$ cat src/rtl/uart_pkg.sv
// rtl/uart_pkg.sv - shared state encoding, defaults and helpers for the UART TX path
package uart_pkg;

  // Default byte width carried by requesters and the serializer
  localparam int DEFAULT_DATA_WIDTH = 8;

  // One-hot scheduler state encoding
  localparam logic [3:0] SCHED_IDLE   = 4'b0001;
  localparam logic [3:0] SCHED_LAUNCH = 4'b0010;
  localparam logic [3:0] SCHED_WAIT   = 4'b0100;
  localparam logic [3:0] SCHED_GAP    = 4'b1000;

  typedef enum logic [3:0] {
    ST_IDLE   = SCHED_IDLE,
    ST_LAUNCH = SCHED_LAUNCH,
    ST_WAIT   = SCHED_WAIT,
    ST_GAP    = SCHED_GAP
  } sched_state_t;

  // Ceiling log2 for elaboration-time sizing; clog2(1) = 0
  function automatic int clog2(input int value);
    int r;
    r = 0;
    for (int i = 0; i < 31; i++) begin
      if ((1 << i) < value) r = i + 1;
    end
    return r;
  endfunction

  // Larger of two sizing constants
  function automatic int max2(input int a, input int b);
    return (a > b) ? a : b;
  endfunction

endpackage

$ cat src/rtl/rr_arbiter.sv
// rtl/rr_arbiter.sv - combinational round-robin pick starting just above the pointer
module rr_arbiter #(
  parameter int NUM_REQ = 4,
  parameter int SEL_W   = 2
) (
  input  logic [NUM_REQ-1:0] req,
  input  logic [SEL_W-1:0]   pointer,
  output logic [SEL_W-1:0]   sel,
  output logic               valid
);

  logic [SEL_W-1:0] cand;

  // Walk pointer+1 .. pointer+NUM_REQ (mod NUM_REQ); the first set request wins
  always_comb begin
    sel   = '0;
    valid = 1'b0;
    cand  = '0;
    for (int k = 1; k <= NUM_REQ; k++) begin
      cand = SEL_W'((int'(pointer) + k) % NUM_REQ);
      if (!valid && req[cand]) begin
        valid = 1'b1;
        sel   = cand;
      end
    end
  end

endmodule

$ cat src/rtl/uart_tx_scheduler.sv
// rtl/uart_tx_scheduler.sv - round-robin sharing of one UART transmitter with gap and timeout
module uart_tx_scheduler
  import uart_pkg::*;
#(
  parameter int NUM_REQ        = 4,
  parameter int DATA_WIDTH     = DEFAULT_DATA_WIDTH,
  parameter int GAP_CYCLES     = 16,
  parameter int TIMEOUT_CYCLES = 4096,
  localparam int IDW           = (clog2(NUM_REQ) > 0) ? clog2(NUM_REQ) : 1
) (
  input  logic                          clk,
  input  logic                          reset_n,
  input  logic [NUM_REQ-1:0]            req,
  input  logic [NUM_REQ*DATA_WIDTH-1:0] req_data,
  output logic [NUM_REQ-1:0]            grant,
  output logic [IDW-1:0]                active_id,
  output logic                          tx_start,
  output logic [DATA_WIDTH-1:0]         tx_data,
  input  logic                          tx_busy,
  input  logic                          tx_done,
  output logic                          sched_busy,
  output logic                          timeout_err
);

  // One counter serves both the WAIT_DONE timeout and the GAP countdown
  localparam int CNT_W = (clog2(max2(GAP_CYCLES, TIMEOUT_CYCLES) + 1) > 0) ?
                          clog2(max2(GAP_CYCLES, TIMEOUT_CYCLES) + 1) : 1;
  localparam logic [CNT_W-1:0] TIMEOUT_LAST = CNT_W'(TIMEOUT_CYCLES - 1);
  localparam logic [CNT_W-1:0] GAP_LOAD     = CNT_W'(GAP_CYCLES);
  localparam logic [CNT_W-1:0] CNT_ONE      = CNT_W'(1);

  sched_state_t          state;
  logic [IDW-1:0]        ptr;
  logic [CNT_W-1:0]      cnt;
  logic [IDW-1:0]        arb_sel;
  logic                  arb_valid;
  logic [DATA_WIDTH-1:0] sel_data;

  rr_arbiter #(
    .NUM_REQ (NUM_REQ),
    .SEL_W   (IDW)
  ) u_arb (
    .req     (req),
    .pointer (ptr),
    .sel     (arb_sel),
    .valid   (arb_valid)
  );

  assign sel_data = req_data[arb_sel*DATA_WIDTH +: DATA_WIDTH];

  // Scheduler FSM: grant, launch, wait for completion or timeout, then hold off for the gap
  always_ff @(posedge clk or negedge reset_n) begin
    if (!reset_n) begin
      state       <= ST_IDLE;
      ptr         <= IDW'(NUM_REQ - 1);
      cnt         <= '0;
      grant       <= '0;
      active_id   <= '0;
      tx_start    <= 1'b0;
      tx_data     <= '0;
      sched_busy  <= 1'b0;
      timeout_err <= 1'b0;
    end else begin
      grant       <= '0;
      tx_start    <= 1'b0;
      timeout_err <= 1'b0;
      case (state)
        ST_IDLE: begin
          // A busy transmitter blocks arbitration entirely
          if (arb_valid && !tx_busy) begin
            grant      <= NUM_REQ'(1) << arb_sel;
            tx_data    <= sel_data;
            active_id  <= arb_sel;
            ptr        <= arb_sel;
            sched_busy <= 1'b1;
            state      <= ST_LAUNCH;
          end
        end
        ST_LAUNCH: begin
          tx_start <= 1'b1;
          cnt      <= '0;
          state    <= ST_WAIT;
        end
        ST_WAIT: begin
          // tx_done has priority over a coinciding timeout
          if (tx_done || (cnt == TIMEOUT_LAST)) begin
            timeout_err <= !tx_done;
            if (GAP_CYCLES == 0) begin
              cnt        <= '0;
              sched_busy <= 1'b0;
              state      <= ST_IDLE;
            end else begin
              cnt   <= GAP_LOAD;
              state <= ST_GAP;
            end
          end else begin
            cnt <= cnt + CNT_ONE;
          end
        end
        ST_GAP: begin
          if (cnt <= CNT_ONE) begin
            cnt        <= '0;
            sched_busy <= 1'b0;
            state      <= ST_IDLE;
          end else begin
            cnt <= cnt - CNT_ONE;
          end
        end
        default: begin
          cnt        <= '0;
          sched_busy <= 1'b0;
          state      <= ST_IDLE;
        end
      endcase
    end
  end

endmodule

$ cat config.mk
export PLATFORM = sky130hd
export DESIGN_NAME = uart_tx_scheduler
export DESIGN_NICKNAME = d
export VERILOG_FILES = /design/src/rtl/uart_pkg.sv /design/src/rtl/rr_arbiter.sv /design/src/rtl/uart_tx_scheduler.sv
export SDC_FILE = /design/constraint.sdc
export NUM_CORES = 1
export LEC_CHECK = 0
export ABC_AREA = 1
export BUFFER_PORTS_ARGS = -buffer_cell sky130_fd_sc_hd__buf_2
export CAP_MARGIN = 10
export CELL_PAD_IN_SITES_DETAIL_PLACEMENT = 1
export CELL_PAD_IN_SITES_GLOBAL_PLACEMENT = 2
export CORE_MARGIN = 1.5
export CORE_UTILIZATION = 30
export DETAILED_ROUTE_END_ITERATION = 12
export GPL_ROUTABILITY_DRIVEN = 0
export PLACE_DENSITY_LB_ADDON = 0.1
export SYNTH_ARGS = -nofsm -noshare
export SYNTH_HDL_FRONTEND = slang
export SYNTH_SLANG_ARGS = --single-unit
$ cat constraint.sdc
create_clock -name clk -period 2.5 [get_ports clk]
set_input_delay 0.125 -clock clk [delete_from_list [all_inputs] [get_ports clk]]
set_output_delay 0.125 -clock clk [all_outputs]
set_load 0.01 [all_outputs]
---- Word-level counts from Yosys, hierarchy flattened ----
Index checks and enable logic that the tools add are counted.
word-level totals
  register bits after elaboration ......... 36
operators by class
  add/sub/neg operators ................... 6
  $lt $le $gt $ge ......................... 5
  equal/unequal tests ..................... 8
  shift operators ......................... 2
  muxes and demuxes ....................... 31
  bitwise logic cells ..................... 1
  reduce and logical (&&, ||, !) cells .... 14
operators with widths
  cell                   count
  $pmux 13 s3            1
  $shiftx 32x6->8        1
  $mux 13                2
  $mux 4                 5
  $pmux 4 s4             1
  $add 13x1->13 const B  1
  $eq 13x12->1 const B   1
  $le 13x1->1 const B    1
  $mux 1                 13
  $sub 13x1->13 const B  1
  $lt 2x3->1 const B     4
  $bmux 1 s2             4
  $mux 2                 4
  $ne 2x2->1 const B     3
  $reduce_and 3->1       2
  $logic_not 1->1        5
  $add 2x1->2 const B    2
  $add 2x2->2 const B    2
  $eq 4x1->1 const B     1
  $eq 4x2->1 const B     1
  $eq 4x3->1 const B     1
  $eq 4x4->1 const B     1
  $logic_and 1x1->1      4
  $shl 1x2->4 const A    1
  5 further kinds        5

---- Depth between registers and ports, before layout ----
Gate-level depths: netlist (run 1).
  word-level depth ........................ 16
  depth in mapped cells ................... 17
  mapped depth without buffers ............ 15

---- Hierarchy ----
Synthesis (run 1) repeated with hierarchy kept, for this count alone.
unflattened totals
  cells, all modules ...................... 393
  area, all modules ....................... 2,792.7 um^2
by module, submodules not included
  module             times used  cells each  area an instance (um^2)
  uart_tx_scheduler  1           341         2,521.2
  rr_arbiter         1           52          271.5

---- Least setup slack after synthesis (run 1) ----
OpenSTA, ideal clock, no wires.
  path type ............................... reg2reg
  start point ............................. register ptr[0]
  end point ............................... register tx_data[4]
  library setup time ...................... 0.124 ns
  arrival ................................. 1.652 ns
  required time ........................... 2.376 ns
  setup slack ............................. 0.724 ns
  stages on the path, launching flop included .. 15
  buffers on the path ..................... 2
  period minus slack after synthesis ...... 1.776 ns
  cells stage by stage .................... dfstp_2 > buf_6 > inv_8 > nand2_1 > nand2_1 > nand2_2 > nand2_2 > nor2_4 > nand3_2 > nand2_2 > nand2_2 > buf_6 > or2_0 > nand3_1 > nand3_1
on the way
  word-level cells in the longest chain between the ends .. 15
  elaborated cells between the ends (all ways) .. 29
  classes of those cells .................. add/sub: 4; shift: 1; mux: 16; reduce/logical: 8
RTL lines
  what                                                                  RTL line                 RTL
  start: declaration                                                    uart_tx_scheduler.sv:33  logic [IDW-1:0] ptr;
  start signal: assignment                                              uart_tx_scheduler.sv:55  ptr <= IDW'(NUM_REQ - 1);
  start signal: assignment                                              uart_tx_scheduler.sv:74  ptr <= arb_sel;
  parallel branches: the longest is 15 deep, another holds $add 2x1->2  n/a
  end signal: assignment                                                uart_tx_scheduler.sv:72  tx_data <= sel_data;
  end: declaration                                                      uart_tx_scheduler.sv:18  output logic [DATA_WIDTH-1:0] tx_data,
Parallel ways; which one is timed is not known. The select of a mux whose other input is x is not followed.
A chain may end at the register's enable or synchronous reset.

---- Final worst setup path (run 1) ----
  start point ............................. register ptr[0]
  end point ............................... register tx_data[5]
The elaborated chain is that of the path after synthesis.

==> impl_metrics.json, run 1 <==
{
  "via_per_inst": 4.68,
  "final_cells": 534,
  "synth.net_count": 411,
  "slew_violations": 0,
  "drt_iter0_markers": 40,
  "hold_end": "timeout_err",
  "initial_core_util_pct": 31.0,
  "grt_pass1_vias": 2567,
  "syn_avg_cell_area_um2": 6.96,
  "startpoint": "ptr[0]",
  "cts_buffer_depth": 2,
  "final_nets": 471,
  "cts_inserted_buffers": 5,
  "grt-ovfl-total": 0,
  "cts_tree": "yes",
  "fillCellCount": 1088,
  "totalPowerFinal_mw": 3.26,
  "io_pins": 57,
  "seq_area_frac_synth_pct": 35.3,
  "ant_nets": 0,
  "die_w_um": 95.4,
  "wirelength_um": 7530,
  "cts.sinks": 36,
  "finalCriticalPeriod_ns": 2.17,
  "firstDrtPassIters": 4,
  "crit_fanout": 24,
  "r2r_setup_slack_ns": 0.33,
  "rsz0062_at_grt": "false",
  "grt_usage_pct": 18.0,
  "htree_levels": 2,
  "wl_per_cell_um": 14.1,
  "worst_ep_arrival_time_ns": 2.35,
  "core_area_um2": 8260,
  "tns_ns": 0,
  "critPathLaunchType": "register",
  "clock_latency_ns": 0.29,
  "power_density_nw_per_um2": 1070,
  "max_freq_mhz": 461,
  "worstSetupPathType": "register to register",
  "clk_pin_slew_ns": 0.08,
  "ys_ff_latch": 36,
  "crit-reg2reg-capture": "tx_data[5]",
  "reg2reg_depth": 12,
  "antenna_found_initial": 0,
  "rr_startpoint": "ptr[0]",
  "vias": 2497,
  "die_h_um": 95.4,
  "placedCellCount": 525,
  "run_status": "complete, no violations",
  "drc": 0,
  "drv_cap": 0,
  "grt_pass1_wl_um": 12400,
  "critical_path_required_ns": 2.68,
  "critPathCaptureType": "register",
  "diodes": 0,
  "synth_cell_types": 34,
  "setup_viol": 0,
  "row_count": 33,
  "worstHoldStart": "tx_done",
  "fin_ws_ns": 0.329,
  "syn-cell-area_um2": 2560,
  "tightest_slew_ns": 0.882,
  "root_buffer": "clkbuf_8",
  "synthToLayoutAreaGrowth_pct": 19.2,
  "min-delay-path-class": "input port to register",
  "ctsResizeCount": 0,
  "syn_inst": 368,
  "p_leak_nw": 1.74,
  "fin_crit_sh_pct": 86.8,
  "holdPathStages": 2,
  "yosys_warnings": 0,
  "grt_max_degree": 37,
  "hold_viol": 0,
  "skew_ns": 0.00942,
  "relSlewSlack_pct": 41.2,
  "peakVddDrop_mv": 0.438,
  "portBuffers": 56,
  "pre_cts_ws_ns": 0.331,
  "dieArea_um2": 9100,
  "place_hpwl_um": 5850,
  "drive_gt1_share_pct": 23.8,
  "whs_ns": 0.0281
}
registers in the layout (all words and copies together), names as in the netlist:
signal / count
active_id: 2
ptr: 2
sched_busy: 1
grant: 4
tx_start: 1
cnt: 13
tx_data: 8
timeout_err: 1
state: 4
layout by cell type, fill, tap and decap left out, types with 7 or more instances in the layout:
| master | count |
|---|---|
| nand2_2 | 13 |
| dfrtp_1 | 33 |
| o221ai_1 | 10 |
| xor2_1 | 15 |
| buf_2 | 56 |
| o21ai_0 | 10 |
| inv_1 | 62 |
| nand2_1 | 99 |
| buf_4 | 7 |
| nor2_1 | 22 |
| nand3_1 | 51 |
cell type report:
cell class                      count  area (um^2)  area share (%)
Timing Repair Buffer               64          343            11.2
Clock inverter                      1         7.51           0.246
Tap cell                          105          131            4.30
Multi-Input combinational cell    256         1330            43.5
Inverter                           65          254            8.32
Clock buffer                        7         86.3            2.83
Sequential cell                    36          905            29.6
timing repair:
action	4_1_cts	5_1_grt
endpoints found under the setup margin	0	0
buffers inserted	0	0
hold buffers	1	0
hold endpoints to repair	26	0
synth_stat cells:
cell type	count	share of area (%)
nand2_1	99	15
inv_1	62	9.1
nand3_1	51	10
dfrtp_1	33	32
nor2_1	22	3.2
xor2_1	15	5.1
nand2_2	13	3.2
o21ai_0	10	2.0
o221ai_1	10	3.4
nor3_1	6	1.2
or2_2	5	1.2
nand4_1	4	0.98
buf_2	3	0.59
buf_6	3	1.3
dfstp_2	3	3.1
ha_1	3	1.5
nand3_2	3	1.2
nor4_1	3	0.73
buf_4	2	0.59
clkbuf_1	2	0.29
nor2_2	2	0.49
or2_0	2	0.49
a21oi_2	1	0.34
clkbuf_2	1	0.20
inv_2	1	0.15
inv_4	1	0.24
inv_8	1	0.44
nand3b_1	1	0.29
nor2_4	1	0.44
nor3b_1	1	0.29
o211ai_1	1	0.29
o22ai_1	1	0.24
o31ai_2	1	0.49
xnor2_1	1	0.34
worst max-delay path, cell delays in order (launching register included):
cell and delay [ns]:
dfstp_2 0.66, inv_8 0.08, nand2_2 0.06, nand2_2 0.07
nand2_2 0.09, nand2_2 0.08, inv_1 0.06, nand2_1 0.07
nand2_1 0.11, nand2_2 0.26, or2_2 0.37, nand3_1 0.08
nand3_1 0.08
cell families (layout without fill, tap and decap cells):
logic type	after synthesis	in the layout	share of synthesized area, %
AOI/OAI and AO/OA	24	24	6.74
xor gates and xnor gates	16	16	5.47
adders and majority gates	3	3	1.46
buffers and inverters	76	137	12.9
DFF	36	36	35.3
and+or+nand+nor	213	213	38.1
worst max path at each step:
stage	endpoint	slack, ns	depth (start not counted)
finish	tx_data[5]	0.33	12
global route	tx_data[7]	0.09	15
CTS	tx_data[5]	0.33	12
detailed placement	tx_data[5]	0.33	12
global placement	tx_data[4]	0.40	12
floorplan	tx_data[4]	0.72	14
metal layers:
metal  up-vias  part of all wire, %  global-route usage [%]
met1      1177                   44                    21.5
met3         6                  2.5                    2.95
met4         0                 0.93                    3.68
met5         -                    0                       0
met2        33                   53                    33.7
li1       1281                    -                       -
through the flow:
stage | utilization, % | area [um^2]
2_1_floorplan | - | 2560
3_5_place_dp | 35.7 | 2950
5_1_grt | 37.0 | 3050
4_1_cts | 37.0 | 3050
3_3_place_gp | 35.7 | 2950
6_report | 37.0 | 3050
report_power, final:
group          total, mW  switching (mW)  internal [mW]
Sequential         0.882           0.120          0.762
Clock              0.450           0.226          0.224
Combinational       1.93            1.27          0.659
Note: power is estimated with default switching activity, not from simulation.
==> inputs of run 2 (changes only) <==
--- a/config.mk
+++ b/config.mk
@@ -7,14 +7,14 @@
 export LEC_CHECK = 0
 export ABC_AREA = 1
 export BUFFER_PORTS_ARGS = -buffer_cell sky130_fd_sc_hd__buf_2
-export CAP_MARGIN = 10
 export CELL_PAD_IN_SITES_DETAIL_PLACEMENT = 1
 export CELL_PAD_IN_SITES_GLOBAL_PLACEMENT = 2
 export CORE_MARGIN = 1.5
-export CORE_UTILIZATION = 30
+export CORE_UTILIZATION = 28
 export DETAILED_ROUTE_END_ITERATION = 12
 export GPL_ROUTABILITY_DRIVEN = 0
 export PLACE_DENSITY_LB_ADDON = 0.1
 export SYNTH_ARGS = -nofsm -noshare
 export SYNTH_HDL_FRONTEND = slang
+export SYNTH_HIERARCHICAL = 1
 export SYNTH_SLANG_ARGS = --single-unit
==> constraint.sdc (replaced) <==
create_clock -name clk -period 1.8 [get_ports clk]
set_input_delay 0.09 -clock clk [delete_from_list [all_inputs] [get_ports clk]]
set_output_delay 0.09 -clock clk [all_outputs]
set_load 0.01 [all_outputs]
==> impl_metrics.json, run 2 <==
{
  "vias": 2872,
  "drive_gt1_share_pct": 44.4,
  "grt_use_met3_pct": 2.92,
  "final_cells": 626,
  "clk_pin_slew_ns": 0.08,
  "max_freq_mhz": 482,
  "antenna_found_initial": 0,
  "core_area_um2": 9730,
  "synth_top_area_cell": "dfrtp_1",
  "synth-edff-count": 0,
  "ant_nets": 0,
  "cp_slowest_cell": "dfstp_2",
  "final_common_cell": "nand2_1",
  "worst_ep_arrival_time_ns": 2.28,
  "holdPathStages": 5,
  "fin_crit_sh_pct": 115,
  "synth_top_cell_area_share_pct": 29.6,
  "ys_ff_latch": 36,
  "regMostFlops": "cnt",
  "via_per_inst": 4.59,
  "die_w_um": 103,
  "synthArstFlopShare_pct": 100,
  "place_hpwl_um": 6610,
  "postLayoutCellArea_um2": 3940,
  "fillCellCount": 1259,
  "root_buffer": "clkbuf_8",
  "portBuffers": 56,
  "crit-reg2reg-capture": "tx_data[2]",
  "layout_common_cells": "nand2_1 (102), buf_2 (56), buf_4 (40)",
  "synth_cell_types": 35,
  "gr-max-usage-layer": "met2",
  "grt_pass1_wl_um": 15200,
  "worstSetupPathType": "register to register",
  "comb_power_share_pct": 72.7,
  "r2r_setup_slack_ns": -0.27,
  "initial_core_util_pct": 28.7,
  "syn_inst": 393,
  "grt_pass1_vias": 3118,
  "cp-endpoint": "tx_data[2]",
  "relSlewSlack_pct": 65.7,
  "critPathLaunchType": "register",
  "dieArea_um2": 10600,
  "wirelength_um": 9050,
  "die_h_um": 103,
  "cts.sinks": 36,
  "yosys_warnings": 6,
  "cpMostUsedCell": "nand2_1",
  "violations": "setup timing",
  "cts_buffer_depth": 2,
  "final_nets": 535,
  "synth.net_count": 436,
  "io_pins": 57,
  "htree_levels": 2,
  "drv_cap": 0,
  "slew_violations": 0,
  "reg.largest.list": "cnt (13), tx_data (8)",
  "startpoint": "ptr[0]",
  "firstDrtPassIters": 4,
  "met1_usage_pct": 22.7,
  "skew_ns": 0.00870,
  "yosysMostFrequentCell": "nand2_1",
  "p_clk_share_pct": 9.7,
  "clock_latency_ns": 0.31,
  "largest_reg_flops": 13,
  "finalCriticalPeriod_ns": 2.07,
  "grt_max_degree": 37,
  "hold_viol": 0,
  "gr-usage-met2_pct": 34.9,
  "tightest_slew_ns": 0.515,
  "cts_inserted_buffers": 5,
  "peakVddDrop_mv": 0.939,
  "min-delay-path-class": "input port to register",
  "row_count": 36,
  "seq_power_share_pct": 17.6,
  "rsz0062_at_grt": "true",
  "sw_frac_of_total_pct": 46.1,
  "wl_per_cell_um": 14.5,
  "p_leak_nw": 2.05,
  "drc": 0,
  "place_area_um2": 3400,
  "synth_area_leaders": "dfrtp_1 (30%), nand2_1 (16%), nor2_1 (5.8%)",
  "setup_viol": 19,
  "power_density_nw_per_um2": 1760,
  "grt-ovfl-total": 0,
  "crit_fanout": 5,
  "reg2reg_depth": 13,
  "critical_path_required_ns": 2.00,
  "cts_tree": "yes",
  "run_status": "finished with violations",
  "syn-cell-area_um2": 2790,
  "p_sw_mw": 3.20,
  "grt_usage_pct": 18.8,
  "synth_ff_type": "dfrtp_1",
  "p_int_mw": 3.74,
  "syn_avg_cell_area_um2": 7.11,
  "pre_cts_ws_ns": -0.316,
  "drt_iter0_markers": 25,
  "rr_startpoint": "ptr[0]",
  "seq_area_frac_synth_pct": 32.4,
  "cpPeakStageDelay_ns": 0.59,
  "fin_ws_ns": -0.273,
  "critPathCaptureType": "register",
  "diodes": 0,
  "crit_chain": "buf_4 > nand2_1 > buf_4 > nand3_1 > nand2_1 > nand4_1 > nand3_2 > buf_6 > buf_16 > nor2_2 > o22ai_1 > nand2_1 > nand2_1",
  "ys_top_cells_by_count": "nand2_1 (119), nor2_1 (43), dfrtp_1 (33)",
  "synthToLayoutAreaGrowth_pct": 41.1,
  "placedCellCount": 603
}
-- run 2: cell types whose count changed after synthesis, sizes merged, moves of 9 or more --
cell | before | now
inv | 65 | 34
nand3 | 54 | 38
nor2 | 25 | 52
nand4 | 4 | 19
o221ai | 10 | 0
o21ai | 10 | 22
nand2 | 112 | 142
xor2 | 15 | 6
-- run 2: worst min path at each step --
stage / startpoint / end / slack (ns)
final: req_data[7] / tx_data[7] / 0.13
after CTS: req_data[7] / tx_data[7] / 0.15
after floorplan: reset_n / active_id[0] / -0.21
after global routing: req_data[4] / tx_data[4] / 0.15
after global placement: reset_n / cnt[8] / 0.19
after detailed placement: reset_n / timeout_err / 0.19
-- run 2: layer usage --
layer  vias up  share of wire [%]
met3         8                2.5
met2        45                 53
li1       1460                  -
met1      1359                 43
met4         0                1.1
met5         -                  0
-- run 2: cells by family after synthesis --
family	after synthesis	share of synthesized area [%]
compound gates	34	6.77
xor+xnor	8	2.51
fa+ha+maj	3	1.34
buf+inv	53	10.2
flops	36	32.4
simple gates	259	46.8
-- run 2: timing repair --
action	in CTS	in global routing
endpoints found under the setup margin	20	20
hold endpoints to repair	34	0
pin swaps	12	24
cloned	2	0
hold buffers	2	0
resized for setup	41	47
buffers inserted	9	3
-- run 2: stage by stage --
stage | power (mW) | hold slack, ns | TNS (ns) | util (%)
floorplan | 3.39 | -0.206 | -0.555 | -
global placement | 4.56 | 0.192 | -2.86 | 35.0
detailed placement | 4.60 | 0.189 | -3.47 | 35.0
CTS | 6.41 | 0.146 | -3.01 | 38.7
global route | 7.53 | 0.147 | -5.94 | 40.5
finish | 6.94 | 0.131 | -3.44 | 40.5
-- run 2: power groups by stage --
| stage | sequential [mW] | clock (mW) | combinational, mW |
|---|---|---|---|
| finish | 1.22 | 0.670 | 5.05 |
| global route | 1.25 | 0.723 | 5.55 |
| CTS | 1.22 | 0.690 | 4.50 |
| detailed placement | 1.22 | 0 | 3.38 |
| global placement | 1.22 | 0 | 3.34 |
| floorplan | 1.27 | 0 | 2.12 |
-- run 2: area by class of cell --
cell class | count | area [um^2] | share of cell area [%]
timing repair buffer | 110 | 798 | 20.3
sequential | 36 | 905 | 23.0
tap | 133 | 166 | 4.22
inverter | 35 | 144 | 3.65
multi-input combinational | 304 | 1830 | 46.5
clock buffer | 7 | 86.3 | 2.19
clock inverter | 1 | 7.51 | 0.190
-- run 2: worst max-delay path, delay by kind of cell (launching register included) --
family / cells / cell delay, ns
flip-flops: 1 / 0.59
buffers and inverters: 4 / 0.58
AO/OA/AOI/OAI: 1 / 0.08
AND/OR/NAND/NOR: 8 / 0.72
==> inputs of run 3 (changes only) <==
--- a/config.mk
+++ b/config.mk
@@ -10,11 +10,10 @@
 export CELL_PAD_IN_SITES_DETAIL_PLACEMENT = 1
 export CELL_PAD_IN_SITES_GLOBAL_PLACEMENT = 2
 export CORE_MARGIN = 1.5
-export CORE_UTILIZATION = 28
+export CORE_UTILIZATION = 27
 export DETAILED_ROUTE_END_ITERATION = 12
 export GPL_ROUTABILITY_DRIVEN = 0
 export PLACE_DENSITY_LB_ADDON = 0.1
 export SYNTH_ARGS = -nofsm -noshare
 export SYNTH_HDL_FRONTEND = slang
-export SYNTH_HIERARCHICAL = 1
 export SYNTH_SLANG_ARGS = --single-unit
==> impl_metrics.json, run 3 (synthesis results as in run 1) <==
{
  "run_status": "finished with violations",
  "violations": "setup timing",
  "critPathLaunchType": "register",
  "cpPeakStageDelay_ns": 0.62,
  "worst_ep_arrival_time_ns": 2.26,
  "peakVddDrop_mv": 1.26,
  "rsz0062_at_grt": "true",
  "min-delay-path-class": "input port to register",
  "final_core_util_pct": 45.7,
  "ant_nets": 0,
  "reg.largest.list": "cnt (13), tx_data (8)",
  "placedCellCount": 585,
  "portBuffers": 56,
  "critPathCaptureType": "register",
  "pre_cts_ws_ns": -0.321,
  "clk_pin_slew_ns": 0.08,
  "clock_latency_ns": 0.29,
  "fin_crit_sh_pct": 112,
  "gr-max-usage-layer": "met2",
  "diodes": 0,
  "initial_core_util_pct": 27.7,
  "final_cells": 616,
  "path_buf_inv": 2,
  "via_per_inst": 4.54,
  "relSlewSlack_pct": 65.7,
  "die_w_um": 100,
  "p_leak_nw": 2.20,
  "met1_usage_pct": 21.4,
  "tns_ns": -3.08,
  "critical_path_required_ns": 2.03,
  "cts.sinks": 36,
  "setup_viol": 25,
  "hold_viol": 0,
  "vias": 2799,
  "firstDrtPassIters": 4,
  "worstSetupPathType": "register to register",
  "grt_pass1_vias": 2973,
  "regMostFlops": "cnt",
  "cts_buffer_depth": 2,
  "slew_violations": 0,
  "row_count": 35,
  "cpMostUsedCell": "nand2_2",
  "finalCriticalPeriod_ns": 2.02,
  "io_pins": 57,
  "largest_reg_flops": 13,
  "drv_cap": 0,
  "htree_levels": 2,
  "drive_gt1_share_pct": 53.4,
  "grt_max_degree": 20,
  "wirelength_um": 8930,
  "drc": 0,
  "cts_inserted_buffers": 5,
  "power_density_nw_per_um2": 1630,
  "synthToLayoutAreaGrowth_pct": 64.9,
  "cts_tree": "yes",
  "grt-ovfl-total": 0,
  "grt_use_met3_pct": 2.16,
  "gr-usage-met2_pct": 33.4,
  "fillCellCount": 1128,
  "tightest_slew_ns": 0.514,
  "core_area_um2": 9240,
  "die_h_um": 100,
  "critical-path-top-delay-family": "simple AND/OR/NAND/NOR gates",
  "wl_per_cell_um": 14.5,
  "cp_slowest_cell": "dfstp_2",
  "totalPowerFinal_mw": 6.89,
  "final_nets": 529,
  "grt_pass1_wl_um": 14100,
  "place_hpwl_um": 6360,
  "whs_ns": 0.00572,
  "grt_usage_pct": 17.8,
  "antenna_found_initial": 0,
  "root_buffer": "clkbuf_8",
  "place_area_um2": 3260,
  "skew_ns": 0.00697,
  "postLayoutCellArea_um2": 4230,
  "final_common_cell": "nand2_1",
  "max_freq_mhz": 494,
  "drt_iter0_markers": 45,
  "dieArea_um2": 10100,
  "layout_common_cells": "nand2_1 (65), buf_2 (56), inv_1 (51)",
  "fin_ws_ns": -0.223,
  "crit_fanout": 8,
  "crit_chain": "buf_12 > nand2_2 > nand2_2 > nand2_2 > nand2_2 > nand2_2 > nand2_4 > nor2_4 > nand2_4 > nand2_8 > buf_8 > nand2_2 > nand3_2 > nand2_2 > nand2_1 > nand2_1"
}
==> run 3: changes by cell type in the layout (fill, tap and decap cells not counted), sizes merged, moves of 2 or more <==
cell,previous run,this run
buf,108,119
xor2,6,15
o22ai,8,1
o221ai,0,10
nand4,19,4
o21ai,22,10
nand3,38,54
nor4,0,3
clkinvlp,1,3
or2,1,7
inv,34,63
nand2,142,113
nor2,52,25
==> run 3: worst paths after layout <==
path,startpoint,endpoint,slack (ns),cells past startpoint
max,ptr[0],tx_data[7],-0.22,16
min,tx_done,timeout_err,0.006,2
max reg2reg,ptr[0],tx_data[7],-0.22,16
min reg2reg,cnt[12],timeout_err,0.47,1
max in group asynchronous,reset_n,ptr[1],0.94,3
min in group asynchronous,reset_n,cnt[9],0.30,2
==> run 3: what timing repair did <==
item	4_1_cts	5_1_grt
setup buffers	8	13
gates resized for setup	69	90
cloned	1	1
hold endpoints to repair	17	0
hold buffers	1	0
pin swaps	12	36
setup endpoints to repair	30	34
==> run 3: final cells by class <==
cell class,instances,area [um^2],share of cell area (%)
Inverter,65,272,6.43
Timing Repair Buffer,121,896,21.2
Sequential cell,36,906,21.4
Clock inverter,3,42.5,1.01
Clock buffer,5,68.8,1.63
Multi-Input combinational cell,257,1880,44.5
Tap cell,129,161,3.82
==> run 3: power breakdown <==
part	total [mW]	internal, mW	switching [mW]
clock	0.729	0.410	0.319
sequential	1.21	1.06	0.157
combinational	4.94	2.18	2.76
==> run 3: worst reg2reg max path, stage by stage, from the launching register on <==
cell     delay [ns]
dfstp_2        0.62
buf_12         0.15
nand2_2        0.06
nand2_2        0.10
nand2_2        0.06
nand2_2        0.08
nand2_2        0.07
nand2_4        0.10
nor2_4         0.04
nand2_4        0.14
nand2_8        0.09
buf_8          0.15
nand2_2        0.06
nand3_2        0.06
nand2_2        0.08
nand2_1        0.06
nand2_1        0.05
==> run 3: per-layer routing <==
metal	share of wire, %	routed length, um	up-vias
met2	55	4900	50
met4	1.2	106	0
met3	2.4	211	11
li1	-	-	1397
met1	42	3710	1341
met5	0	0	-
